`config.mk`:
```
export PLATFORM = sky130hd
export DESIGN_NAME = noc_output_arbiter_flat
export DESIGN_NICKNAME = d
export VERILOG_FILES = /design/src/rtl/noc_arb_pkg.sv /design/src/rtl/noc_output_arbiter_if.sv /design/src/rtl/noc_output_arbiter_rr_priority_pick.sv /design/src/rtl/noc_output_arbiter.sv /design/src/flat_wrapper.sv
export SDC_FILE = /design/constraint.sdc
export NUM_CORES = 1
export LEC_CHECK = 0
export CORE_MARGIN = 5
export CORE_UTILIZATION = 46
export DETAILED_ROUTE_END_ITERATION = 10
export PLACE_DENSITY = 0.92
export SETUP_SLACK_MARGIN = 0.02
export SLEW_MARGIN = 20
export SYNTH_ARGS = -nofsm -noshare
export SYNTH_HDL_FRONTEND = slang
export SYNTH_SLANG_ARGS = --single-unit
export TNS_END_PERCENT = 10
```
`constraint.sdc`:
```
create_clock -name clk -period 7.7 [get_ports clk]
set_clock_uncertainty 0.1 [all_clocks]
set_input_delay 1.925 -clock clk [delete_from_list [all_inputs] [get_ports clk]]
set_output_delay 1.925 -clock clk [all_outputs]
set_load 0.1 [all_outputs]
```
`src/rtl/noc_arb_pkg.sv`:
```
// Shared constants for the NoC output-port arbiter: port count, pointer width,
// router port indices and FSM state encoding.
package noc_arb_pkg;

  localparam int unsigned NUM_PORTS = 5;
  localparam int unsigned PTR_W     = 3;

  // Router input port indices, matching grant bit positions g00..g04
  localparam logic [PTR_W-1:0] LOCAL = 3'd0;
  localparam logic [PTR_W-1:0] NORTH = 3'd1;
  localparam logic [PTR_W-1:0] EAST  = 3'd2;
  localparam logic [PTR_W-1:0] SOUTH = 3'd3;
  localparam logic [PTR_W-1:0] WEST  = 3'd4;

  localparam logic [0:0] ST_IDLE   = 1'b0;
  localparam logic [0:0] ST_LOCKED = 1'b1;

endpackage

```
`src/rtl/noc_output_arbiter_if.sv`:
```
// Request/flit/grant bundle between the router input ports and one output arbiter.
// err_timeout exists only when NOC_ARB_TIMEOUT_EN is defined.
interface noc_output_arbiter_if #(
  parameter int unsigned NUM_PORTS = noc_arb_pkg::NUM_PORTS
);
  logic [NUM_PORTS-1:0] req;
  logic [NUM_PORTS-1:0] flit_valid;
  logic [NUM_PORTS-1:0] flit_tail;
  logic                 out_ready;
  logic [NUM_PORTS-1:0] grant;
  logic                 busy;
  logic                 xfer;
`ifdef NOC_ARB_TIMEOUT_EN
  logic                 err_timeout;
`endif

  // Requester / link side
  modport master (
    output req, flit_valid, flit_tail, out_ready,
    input  grant, busy, xfer
`ifdef NOC_ARB_TIMEOUT_EN
    , input err_timeout
`endif
  );

  // Arbiter side
  modport slave (
    input  req, flit_valid, flit_tail, out_ready,
    output grant, busy, xfer
`ifdef NOC_ARB_TIMEOUT_EN
    , output err_timeout
`endif
  );

endinterface

```
`src/rtl/noc_output_arbiter_rr_priority_pick.sv`:
```
// Combinational masked round-robin pick: ports at or above ptr win first,
// otherwise the lowest requesting port wins (wrap-around).
module rr_priority_pick #(
  parameter int unsigned NUM_PORTS = 5,
  parameter int unsigned PTR_W     = 3
) (
  input  logic [NUM_PORTS-1:0] req,
  input  logic [PTR_W-1:0]     ptr,
  output logic [NUM_PORTS-1:0] winner,
  output logic [PTR_W-1:0]     winner_idx
);

  logic             any_hi;
  logic             any_lo;
  logic [PTR_W-1:0] hi_idx;
  logic [PTR_W-1:0] lo_idx;

  // Descending scan so the lowest qualifying index is the last one written
  always_comb begin
    any_hi = 1'b0;
    any_lo = 1'b0;
    hi_idx = '0;
    lo_idx = '0;
    for (int i = NUM_PORTS - 1; i >= 0; i--) begin
      if (req[i]) begin
        any_lo = 1'b1;
        lo_idx = PTR_W'(i);
        if (PTR_W'(i) >= ptr) begin
          any_hi = 1'b1;
          hi_idx = PTR_W'(i);
        end
      end
    end
  end

  always_comb begin
    winner_idx = any_hi ? hi_idx : lo_idx;
    winner     = (any_hi || any_lo) ? (NUM_PORTS'(1) << winner_idx) : '0;
  end

endmodule

```
`src/rtl/noc_output_arbiter.sv`:
```
// Per-output-port round-robin arbiter with wormhole lock; grant drives g00..g04.
// Optional stall timeout enabled by defining NOC_ARB_TIMEOUT_EN.
module noc_output_arbiter #(
  parameter int unsigned NUM_PORTS = noc_arb_pkg::NUM_PORTS,
  parameter int unsigned PTR_W     = noc_arb_pkg::PTR_W
`ifdef NOC_ARB_TIMEOUT_EN
  , parameter int unsigned TIMEOUT_CYCLES = 64
`endif
) (
  input logic                 clk,
  input logic                 rst,
  noc_output_arbiter_if.slave bus
);
  import noc_arb_pkg::*;

  logic [0:0]           state;
  logic [0:0]           state_nxt;
  logic [PTR_W-1:0]     ptr;
  logic [PTR_W-1:0]     ptr_nxt;
  logic [NUM_PORTS-1:0] grant_q;
  logic [NUM_PORTS-1:0] grant_nxt;
  logic                 busy_q;
  logic                 busy_nxt;
  logic [NUM_PORTS-1:0] win_oh;
  logic [PTR_W-1:0]     win_idx;
  logic                 xfer_c;
  logic                 tail_c;

`ifdef NOC_ARB_TIMEOUT_EN
  localparam int unsigned CNT_W = $clog2(TIMEOUT_CYCLES + 1);
  logic [CNT_W-1:0] cnt;
  logic [CNT_W-1:0] cnt_nxt;
  logic             err_q;
  logic             err_nxt;
`endif

  rr_priority_pick #(
    .NUM_PORTS (NUM_PORTS),
    .PTR_W     (PTR_W)
  ) u_pick (
    .req        (bus.req),
    .ptr        (ptr),
    .winner     (win_oh),
    .winner_idx (win_idx)
  );

  assign xfer_c = (|(grant_q & bus.flit_valid)) & bus.out_ready;
  assign tail_c = |(grant_q & bus.flit_tail);

  always_ff @(posedge clk) begin
    if (!rst) begin
      state   <= ST_IDLE;
      ptr     <= '0;
      grant_q <= '0;
      busy_q  <= 1'b0;
`ifdef NOC_ARB_TIMEOUT_EN
      cnt     <= '0;
      err_q   <= 1'b0;
`endif
    end else begin
      state   <= state_nxt;
      ptr     <= ptr_nxt;
      grant_q <= grant_nxt;
      busy_q  <= busy_nxt;
`ifdef NOC_ARB_TIMEOUT_EN
      cnt     <= cnt_nxt;
      err_q   <= err_nxt;
`endif
    end
  end

  // Requests are only looked at in IDLE; LOCKED waits for the owner's tail
  always_comb begin
    state_nxt = state;
    ptr_nxt   = ptr;
    grant_nxt = grant_q;
    busy_nxt  = busy_q;
`ifdef NOC_ARB_TIMEOUT_EN
    cnt_nxt   = cnt;
    err_nxt   = 1'b0;
`endif
    case (state)
      ST_IDLE: begin
        grant_nxt = '0;
        busy_nxt  = 1'b0;
`ifdef NOC_ARB_TIMEOUT_EN
        cnt_nxt   = '0;
`endif
        if (|bus.req) begin
          state_nxt = ST_LOCKED;
          grant_nxt = win_oh;
          busy_nxt  = 1'b1;
          ptr_nxt   = (win_idx == PTR_W'(NUM_PORTS - 1)) ? '0 : win_idx + 1'b1;
        end
      end
      ST_LOCKED: begin
        if (xfer_c && tail_c) begin
          state_nxt = ST_IDLE;
          grant_nxt = '0;
          busy_nxt  = 1'b0;
`ifdef NOC_ARB_TIMEOUT_EN
          cnt_nxt   = '0;
`endif
        end
`ifdef NOC_ARB_TIMEOUT_EN
        else if (xfer_c) begin
          cnt_nxt = '0;
        end else if (cnt == CNT_W'(TIMEOUT_CYCLES - 1)) begin
          // Stall limit reached: drop the lock, keep the post-grant pointer
          state_nxt = ST_IDLE;
          grant_nxt = '0;
          busy_nxt  = 1'b0;
          cnt_nxt   = '0;
          err_nxt   = 1'b1;
        end else begin
          cnt_nxt = cnt + 1'b1;
        end
`endif
      end
    endcase
  end

  assign bus.grant = grant_q;
  assign bus.busy  = busy_q;
  assign bus.xfer  = xfer_c;
`ifdef NOC_ARB_TIMEOUT_EN
  assign bus.err_timeout = err_q;
`endif

endmodule

```
`src/flat_wrapper.sv`:
```
// flat-port wrapper written by rule: the top's interface ports become plain ports
module noc_output_arbiter_flat import noc_arb_pkg::*;
#(
  parameter int unsigned NUM_PORTS = noc_arb_pkg::NUM_PORTS,
  parameter int unsigned PTR_W     = noc_arb_pkg::PTR_W

)
  (clk, rst, bus_req, bus_flit_valid, bus_flit_tail, bus_out_ready, bus_grant, bus_busy, bus_xfer);
  noc_output_arbiter_if #(.NUM_PORTS(NUM_PORTS)) bus_i ();
  input logic clk;
  input logic rst;
  input wire logic [$bits(bus_i.req)-1:0] bus_req;
  input wire logic [$bits(bus_i.flit_valid)-1:0] bus_flit_valid;
  input wire logic [$bits(bus_i.flit_tail)-1:0] bus_flit_tail;
  input wire logic [$bits(bus_i.out_ready)-1:0] bus_out_ready;
  output wire logic [$bits(bus_i.grant)-1:0] bus_grant;
  output wire logic [$bits(bus_i.busy)-1:0] bus_busy;
  output wire logic [$bits(bus_i.xfer)-1:0] bus_xfer;
  assign bus_i.req = bus_req;
  assign bus_i.flit_valid = bus_flit_valid;
  assign bus_i.flit_tail = bus_flit_tail;
  assign bus_i.out_ready = bus_out_ready;
  assign bus_grant = bus_i.grant;
  assign bus_busy = bus_i.busy;
  assign bus_xfer = bus_i.xfer;
  noc_output_arbiter #(.NUM_PORTS(NUM_PORTS), .PTR_W(PTR_W)) u_core (.clk(clk), .rst(rst), .bus(bus_i));
endmodule
```
==> flow_summary.json, run 1 <==
{
  "numCtsBuffers": 3,
  "postCtsSetupBuffers": 0,
  "yosysSeqAreaShare_pct": 28.8,
  "synth.avg_cell_area_um2": 8.17,
  "p_int_mw": 0.138,
  "postRouteAntennaNets": 0,
  "path_cells": "clkdlybuf4s50_1 -> a222oi_1 -> a21boi_0 -> clkdlybuf4s50_1",
  "die_area_um2": 2390,
  "n_antenna_cell": 0,
  "async_flop_share_pct": 0,
  "fin_area_um2": 983,
  "overflow": 0,
  "rsz0062_at_grt": "no",
  "synth_top_cell_by_area": "dfxtp_1",
  "io_pins": 25,
  "grt_pass1_wl_mm": 2.95,
  "wl_per_cell_um": 13.6,
  "syn_nets": 108,
  "track_usage_pct": 15.5,
  "core-area_um2": 1470,
  "outcome": "completed",
  "crit_slowest_cell": "clkdlybuf4s50_1",
  "placementRows": 14,
  "die_h_um": 48.9,
  "worst_path_largest_cell_delay_ns": 1.21,
  "viasPerCell": 5.69,
  "clk_pin_slew_ns": 0.07,
  "grt_start_max_net_pins": 10,
  "place_hpwl_mm": 1.44,
  "io_buffers": 24,
  "worstMarginPinSlew_ns": 0.972,
  "clk-insertion-delay-late_ns": 0.27,
  "crit_buf_inv": 2,
  "top_layer_used": "met4",
  "critical_path_required_ns": 5.68,
  "period_share_pct": 78.4,
  "ys_ff_latch": 10,
  "yosysMostFrequentCell": "nor2_1",
  "synth_top_area_share_pct": 28.8,
  "pwr-share-clk_pct": 18.8,
  "wl_met3_um": 142,
  "cp-start-kind": "input port",
  "crit_type": "in2out",
  "area_growth_pct": 41.6,
  "netlist_top_cells_count": "nor2_1, dfxtp_1, a21oi_1, inv_1, nand2_1",
  "p_leak_nw": 0.398,
  "ys_warn_count": 0,
  "h-tree-depth": 1,
  "power_frac_seq_pct": 28.7,
  "wl_met1_um": 674,
  "synth_cells": 85,
  "cts.repair.resized": 0,
  "setup-violations-final": 0,
  "switching_share_pct": 45.3,
  "nets": 136,
  "drive_above_1_share_pct": 8.93,
  "start_util_pct": 47.2,
  "drt-initial-drc-count": 16,
  "synth_edf_count": 0,
  "cp_top_family": "buffers and inverters",
  "dieWidth_um": 48.9,
  "p_sw_mw": 0.114,
  "cap_viol_max_count": 0,
  "holdBufCountCts": 0,
  "maxSlewViolCount": 0,
  "wl_met2_um": 876,
  "synth_area_leaders": "dfxtp_1, ha_1, nor2_1",
  "syn-cell-area_um2": 694,
  "clock_path_buffers": 2,
  "synth_flop_cell": "dfxtp_1",
  "cts_tree": "yes",
  "antenna_found_initial": 0,
  "fmax_mhz": 166,
  "clock_sinks": 10,
  "ir_drop_v": 0.000117,
  "finalHoldViolations": 0,
  "synth.distinct_cells": 32,
  "vias": 728,
  "gp_congestion": 0.854,
  "fin_crit_ns": 6.03,
  "wl_mm": 1.74,
  "cp_common_cell": "clkdlybuf4s50_1",
  "min_path_type": "reg2reg",
  "critical_path.max_fanout": 2,
  "first_pass_iters": 4,
  "power_density_nw_per_um2": 256,
  "ctsRootBufferMaster": "clkbuf_4",
  "pwr-share-comb_pct": 52.5,
  "grt_pass1_vias": 724,
  "num-fill-cells": 128,
  "end_kind": "output pin",
  "drc": 0,
  "slew_headroom_pct": 35.0,
  "dpl_cell_area_um2": 947,
  "setup_tns_ns": 0,
  "cp.arrival_ns": 4.01
}
[state kept, by name (all words and copies together) (netlist names)]
register,flops
u_core.state,1
u_core.bus.grant,5
u_core.ptr,3
u_core.bus.busy,1
[path summary, 6_finish.rpt]
path,cells past startpoint,slack [ns],from,to
min,2,0.39,u_core.bus.busy,u_core.bus.busy
max reg2reg,8,5.33,u_core.ptr[2],u_core.ptr[2]
min reg2reg,2,0.39,u_core.bus.busy,u_core.bus.busy
max,4,1.67,bus_flit_valid[0],bus_xfer
[per-stage QoR]
step	power (mW)	cells	utilization (%)	hold slack [ns]	setup slack [ns]
4_1_cts	0.254	128	66.8	0.395	1.64
5_1_grt	0.269	128	66.8	0.447	1.62
3_5_place_dp	0.206	124	64.4	0.379	1.64
2_1_floorplan	0.171	85	-	0.388	1.35
6_report	0.252	128	66.8	0.390	1.67
3_3_place_gp	0.202	124	64.4	0.367	1.77
[power by group through the flow]
stage	combinational [mW]	sequential (mW)	clock, mW
floorplan	0.0692	0.102	0
global placement	0.128	0.0733	0
detailed placement	0.133	0.0735	0
CTS	0.133	0.0724	0.0483
global route	0.143	0.0744	0.0512
finish	0.132	0.0725	0.0474
[layer usage]
metal  global-route usage [%]  up-vias
li1                         -      369
met1                     14.1      326
met2                     29.8       28
met3                     4.59        5
met4                     8.07        0
met5                        0        -
[cell usage in the layout, fill, tap and decap left out, drive strengths merged, types with 2 or more instances in the layout]
| master | instances |
|---|---|
| nor2 | 11 |
| inv | 6 |
| a22o | 3 |
| nand2 | 6 |
| o21ai | 5 |
| clkdlybuf4s50 | 24 |
| ha | 5 |
| a21oi | 8 |
| a21boi | 2 |
| dfxtp | 10 |
| o211ai | 2 |
| a222oi | 2 |
| nand3 | 2 |
| clkbuf | 4 |
| nor2b | 5 |
| a22oi | 4 |
[cells by family (layout without fill, tap and decap cells)]
family,after synthesis,count (layout),synth area share (%)
DFF,10,10,28.8
muxes,1,1,1.44
and+or+nand+nor,29,29,20.9
buffers and inverters,7,34,4.32
AOI/OAI and AO/OA,33,33,35.5
adders and majority gates,5,5,9.01
[layout make-up]
| type | count | area, µm² | share of cell area [%] |
|---|---|---|---|
| well taps | 16 | 20.0 | 2.04 |
| flip-flops and latches | 10 | 200 | 20.4 |
| inverters | 6 | 22.5 | 2.29 |
| clock buffers | 4 | 36.3 | 3.69 |
| repair buffers | 24 | 240 | 24.4 |
| multi-input cells | 68 | 464 | 47.2 |
[worst register-to-register path: cells and delay by family (launching register included)]
family	cells	cell delay [ns]
compound gates	4	0.83
flops	1	0.50
simple gates	2	0.48
fa+ha+maj	2	0.41
Power figures use the tool's default switching activity.
==> run 2, diff against run 1 <==
--- a/config.mk
+++ b/config.mk
@@ -6,9 +6,9 @@
 export NUM_CORES = 1
 export LEC_CHECK = 0
 export CORE_MARGIN = 5
-export CORE_UTILIZATION = 46
+export CORE_UTILIZATION = 43
 export DETAILED_ROUTE_END_ITERATION = 10
-export PLACE_DENSITY = 0.92
+export PLACE_DENSITY = 0.87
 export SETUP_SLACK_MARGIN = 0.02
 export SLEW_MARGIN = 20
 export SYNTH_ARGS = -nofsm -noshare
==> constraint.sdc (replaced) <==
create_clock -name clk -period 5.7 [get_ports clk]
set_clock_uncertainty 0.1 [all_clocks]
set_input_delay 1.425 -clock clk [delete_from_list [all_inputs] [get_ports clk]]
set_output_delay 1.425 -clock clk [all_outputs]
set_load 0.1 [all_outputs]
==> run 2 against run 1 <==
  * Clock power rose by 37%
  * Global-route usage fell by 0.44 points
  * Design area fell by 0.25%
  * Clock-buffer cell count did not move
  * Via count rose by 2.3%
  * Sequential share of layout area rose by 0.052 points
  * Flip-flop and latch count did not move
  * Critical path depth did not move
  * Die area rose by 5.5%
  * Largest power group unchanged
==> flow_summary.json, run 2 (synthesis results as in run 1) <==
{
  "outcome": "completed",
  "slew_headroom_pct": 34.8,
  "fin_crit_ns": 4.15,
  "setup_ws_ns": 1.55,
  "post-place-ws_ns": 1.53,
  "dieWidth_um": 50.2,
  "grt_pass1_wl_mm": 3.06,
  "start_util_pct": 45.6,
  "grt_start_max_net_pins": 10,
  "ir_drop_v": 0.000164,
  "postCtsSetupBuffers": 0,
  "n_antenna_cell": 0,
  "cts.repair.resized": 0,
  "wl_per_cell_um": 13.7,
  "postRouteAntennaNets": 0,
  "clk_pin_slew_ns": 0.06,
  "fmax_mhz": 241,
  "finalHoldViolations": 0,
  "core-area_um2": 1520,
  "drc": 0,
  "critical_path_required_ns": 4.18,
  "numCtsBuffers": 3,
  "h-tree-depth": 1,
  "nets": 136,
  "stdcell_count": 128,
  "worstMarginPinSlew_ns": 0.975,
  "setup-violations-final": 0,
  "p_leak_nw": 0.400,
  "die_area_um2": 2520,
  "area_growth_pct": 41.3,
  "maxSlewViolCount": 0,
  "drive_above_1_share_pct": 9.82,
  "clk-insertion-delay-late_ns": 0.27,
  "r2r_setup_slack_ns": 3.30,
  "largest_reg_flops": 5,
  "grt_pass1_vias": 744,
  "period_share_pct": 72.8,
  "power_density_nw_per_um2": 347,
  "final_cell_mix": "clkdlybuf4s50_1, nor2_1, dfxtp_1",
  "gp_congestion": 0.763,
  "antenna_found_initial": 0,
  "crit_type": "in2out",
  "endpoint": "bus_xfer",
  "placed_cells": 124,
  "track_usage_pct": 15.0,
  "drt-initial-drc-count": 11,
  "cts_tree": "yes",
  "r2r-start": "u_core.ptr[2]",
  "dpl_cell_area_um2": 945,
  "vias": 745,
  "viasPerCell": 5.82,
  "setup_tns_ns": 0,
  "cp-start-kind": "input port",
  "io_pins": 25,
  "die_h_um": 50.2,
  "final_common_cell": "clkdlybuf4s50_1",
  "placementRows": 14,
  "wl_mm": 1.75,
  "first_pass_iters": 4,
  "holdCritStartpoint": "u_core.bus.grant[4]",
  "min_path_type": "reg2reg",
  "place_hpwl_mm": 1.51,
  "clock_path_buffers": 2,
  "ff2ff_path_depth": 8,
  "r2r_end": "u_core.ptr[2]",
  "total_power_mw": 0.340,
  "ctsRootBufferMaster": "clkbuf_4",
  "cp.arrival_ns": 2.62,
  "cap_viol_max_count": 0,
  "crit_path_start": "bus_flit_valid[0]",
  "rsz0062_at_grt": "no",
  "fin_area_um2": 981,
  "holdBufCountCts": 0,
  "critical_path.max_fanout": 2,
  "io_buffers": 24,
  "overflow": 0,
  "end_kind": "output pin",
  "clock_sinks": 10
}
-- run 2: cell types whose count changed in the layout (fill, tap and decap cells not counted) --
cell / delta
buf_4: +1
clkdlybuf4s50_1: -1
-- run 2: final cells by class --
| type | count | area, µm² |
|---|---|---|
| inverters | 6 | 22.5 |
| flip-flops and latches | 10 | 200 |
| clock buffers | 4 | 36.3 |
| repair buffers | 24 | 238 |
| well taps | 16 | 20.0 |
| fillers | 141 | 543 |
| multi-input cells | 68 | 464 |
-- run 2: worst min path at each step --
| stage | depth (start not counted) | to | slack, ns |
|---|---|---|---|
| global route | 2 | u_core.bus.busy | 0.46 |
| detailed placement | 2 | u_core.bus.busy | 0.41 |
| global placement | 2 | u_core.bus.busy | 0.37 |
| finish | 2 | u_core.bus.grant[4] | 0.42 |
| floorplan | 2 | u_core.ptr[0] | 0.39 |
| CTS | 2 | u_core.bus.grant[4] | 0.42 |
-- run 2: power breakdown --
group	switching, mW	internal (mW)
sequential	0.0162	0.0823
combinational	0.113	0.0642
clock	0.0262	0.0388
-- run 2: per-stage QoR --
step / utilization [%] / hold WS (ns)
4_1_cts: 64.4 / 0.421
2_1_floorplan: - / 0.388
3_3_place_gp: 62.0 / 0.371
5_1_grt: 64.4 / 0.465
3_5_place_dp: 62.0 / 0.411
6_report: 64.4 / 0.416
-- run 2: critical path, stage by stage --
cell and delay, ns:
clkdlybuf4s50_1 0.41, a222oi_1 0.33, a21boi_0 0.19, buf_4 0.27
-- run 2: layer usage --
metal  routed length, µm  vias up  global-route usage, %  share of wire (%)
met2                 850       33                   28.5                 49
li1                    -      371                      -                  -
met4                  19        0                   3.93                1.1
met1                 687      338                   15.1                 39
met5                   0        -                      0                  0
met3                 193        3                   5.62                 11
==> run 3, diff against run 2 <==
--- a/config.mk
+++ b/config.mk
@@ -5,10 +5,11 @@
 export SDC_FILE = /design/constraint.sdc
 export NUM_CORES = 1
 export LEC_CHECK = 0
+export CORE_ASPECT_RATIO = 0.75
 export CORE_MARGIN = 5
-export CORE_UTILIZATION = 43
+export CORE_UTILIZATION = 39
 export DETAILED_ROUTE_END_ITERATION = 10
-export PLACE_DENSITY = 0.87
+export PLACE_DENSITY = 0.84
 export SETUP_SLACK_MARGIN = 0.02
 export SLEW_MARGIN = 20
 export SYNTH_ARGS = -nofsm -noshare
==> constraint.sdc (replaced) <==
create_clock -name clk -period 3.7 [get_ports clk]
set_clock_uncertainty 0.1 [all_clocks]
set_input_delay 0.925 -clock clk [delete_from_list [all_inputs] [get_ports clk]]
set_output_delay 0.925 -clock clk [all_outputs]
set_load 0.1 [all_outputs]
==> run 3 against run 2 <==
  * Flip-flop and latch count did not move
  * Design area is 0.89% higher
  * Global-route usage is 0.60 points lower
  * Clock power is 52% higher
  * Highest routed layer unchanged
  * Power up 56%
  * Critical endpoint is now u_core.ptr[2]
  * Clock-buffer cell count is the same
  * Critical path type is now in2reg
  * Core utilization down 6.4 points
  * Worst setup slack got worse by 1.0 ns
  * Combinational power grew 58%
  * Non-clock buffer count is the same
  * Die area rose by 8.5%
  * Largest power group unchanged
  * Sequential share of layout area is 0.18 points lower
==> flow_summary.json, run 3 (synthesis results as in run 1) <==
{
  "final_common_cell": "clkdlybuf4s50_1",
  "cts.repair.resized": 0,
  "numCtsBuffers": 3,
  "setup_tns_ns": 0,
  "maxSlewViolCount": 0,
  "worstMarginPinSlew_ns": 0.392,
  "final_cell_mix": "clkdlybuf4s50_1, nor2_1, dfxtp_1",
  "end_kind": "register",
  "path_cells": "clkdlybuf4s50_1 -> or2_0 -> a22oi_1 -> or3b_1 -> o21ai_2 -> ha_1 -> ha_1 -> a311o_1 -> a21oi_1",
  "fmax_mhz": 314,
  "ctsRootBufferMaster": "clkbuf_4",
  "wl_met3_um": 241,
  "cap_viol_max_count": 0,
  "min_path_type": "reg2reg",
  "cts_tree": "yes",
  "cp_common_cell": "ha_1",
  "wl_met2_um": 717,
  "worst_path_largest_cell_delay_ns": 0.50,
  "critical_path.max_fanout": 5,
  "placementRows": 13,
  "finalHoldViolations": 0,
  "h-tree-depth": 1,
  "viasPerCell": 5.41,
  "area_growth_pct": 42.5,
  "multiInputGateArea_um2": 468,
  "cp-start-kind": "input port",
  "seq_area_um2": 200,
  "stdcell_count": 134,
  "power_density_nw_per_um2": 536,
  "crit_type": "in2reg",
  "core-area_um2": 1710,
  "drive_above_1_share_pct": 16.1,
  "ir_drop_v": 0.000289,
  "place_hpwl_mm": 1.47,
  "outcome": "completed",
  "num-fill-cells": 155,
  "overflow": 0,
  "nets": 136,
  "drt-initial-drc-count": 29,
  "wl_per_cell_um": 13.5,
  "top_layer_used": "met4",
  "clk_pin_slew_ns": 0.07,
  "grt_pass1_vias": 627,
  "antenna_found_initial": 0,
  "placed_cells": 130,
  "gp_congestion": 0.773,
  "wl_mm": 1.81,
  "postCtsSetupBuffers": 0,
  "setup-violations-final": 0,
  "start_util_pct": 40.7,
  "cp.arrival_ns": 3.29,
  "fin_crit_ns": 3.18,
  "largest_reg_flops": 5,
  "grt_pass1_wl_mm": 2.95,
  "n_antenna_cell": 0,
  "first_pass_iters": 4,
  "holdBufCountCts": 0,
  "grt_start_max_net_pins": 10,
  "p_leak_nw": 0.414,
  "die_h_um": 46.5,
  "drc": 0,
  "rsz0062_at_grt": "no",
  "postRouteAntennaNets": 0,
  "die_area_um2": 2730,
  "dieWidth_um": 58.7,
  "crit_slowest_cell": "clkdlybuf4s50_1",
  "clock_path_buffers": 2,
  "critical_path_required_ns": 3.80,
  "io_buffers": 24,
  "clk-insertion-delay-late_ns": 0.27,
  "vias": 725,
  "clock_sinks": 10,
  "track_usage_pct": 14.4,
  "slew_headroom_pct": 73.6,
  "io_pins": 25,
  "period_share_pct": 86.1,
  "wl_met1_um": 835
}
## run 3: cell types whose count changed in the layout (fill, tap and decap cells not counted), sizes merged
cell / change
buf: +6
clkdlybuf4s50: -6
## run 3: per-layer routing
| metal | GRT usage (%) | vias to the layer above |
|---|---|---|
| li1 | - | 367 |
| met1 | 19.9 | 323 |
| met2 | 20.5 | 33 |
| met3 | 6.72 | 2 |
| met4 | 2.71 | 0 |
| met5 | 0 | - |
## run 3: critical path, delay by kind of cell
| family | cells | cell delay [ns] |
|---|---|---|
| AO/OA/AOI/OAI | 4 | 0.80 |
| AND/OR/NAND/NOR | 2 | 0.64 |
| buffers and inverters | 1 | 0.50 |
| adder cells (fa/ha/maj) | 2 | 0.41 |
## run 3: report_power, final
part / switching (mW) / total [mW] / internal (mW)
combinational: 0.178 / 0.280 / 0.102
clock: 0.0389 / 0.0988 / 0.0598
sequential: 0.0255 / 0.152 / 0.127
total: 0.242 / 0.531 / 0.289
## run 3: area by class of cell
cell class	instances	share of cell area, %
timing repair buffer	24	23.8
multi-input combinational	68	47.3
tap	22	2.78
inverter	6	2.28
clock buffer	4	3.67
sequential	10	20.2
## run 3: worst paths after layout
| kind | from | endpoint | slack (ns) | depth (start not counted) |
|---|---|---|---|---|
| worst max-delay path | bus_req[2] | u_core.ptr[2] | 0.52 | 9 |
| worst max register to register | u_core.ptr[2] | u_core.ptr[2] | 1.28 | 8 |
| worst min-delay path | u_core.bus.busy | u_core.bus.busy | 0.41 | 2 |
| worst min register to register | u_core.bus.busy | u_core.bus.busy | 0.41 | 2 |
## run 3: metrics by stage
stage	utilization (%)	power, mW	cell area [µm²]	hold slack [ns]	setup WS, ns
2_1_floorplan	-	0.358	698	0.388	0.451
3_3_place_gp	55.8	0.428	953	0.378	0.382
3_5_place_dp	55.8	0.433	953	0.396	0.263
4_1_cts	57.9	0.532	990	0.416	0.529
5_1_grt	57.9	0.568	990	0.437	0.344
6_report	57.9	0.531	990	0.405	0.515
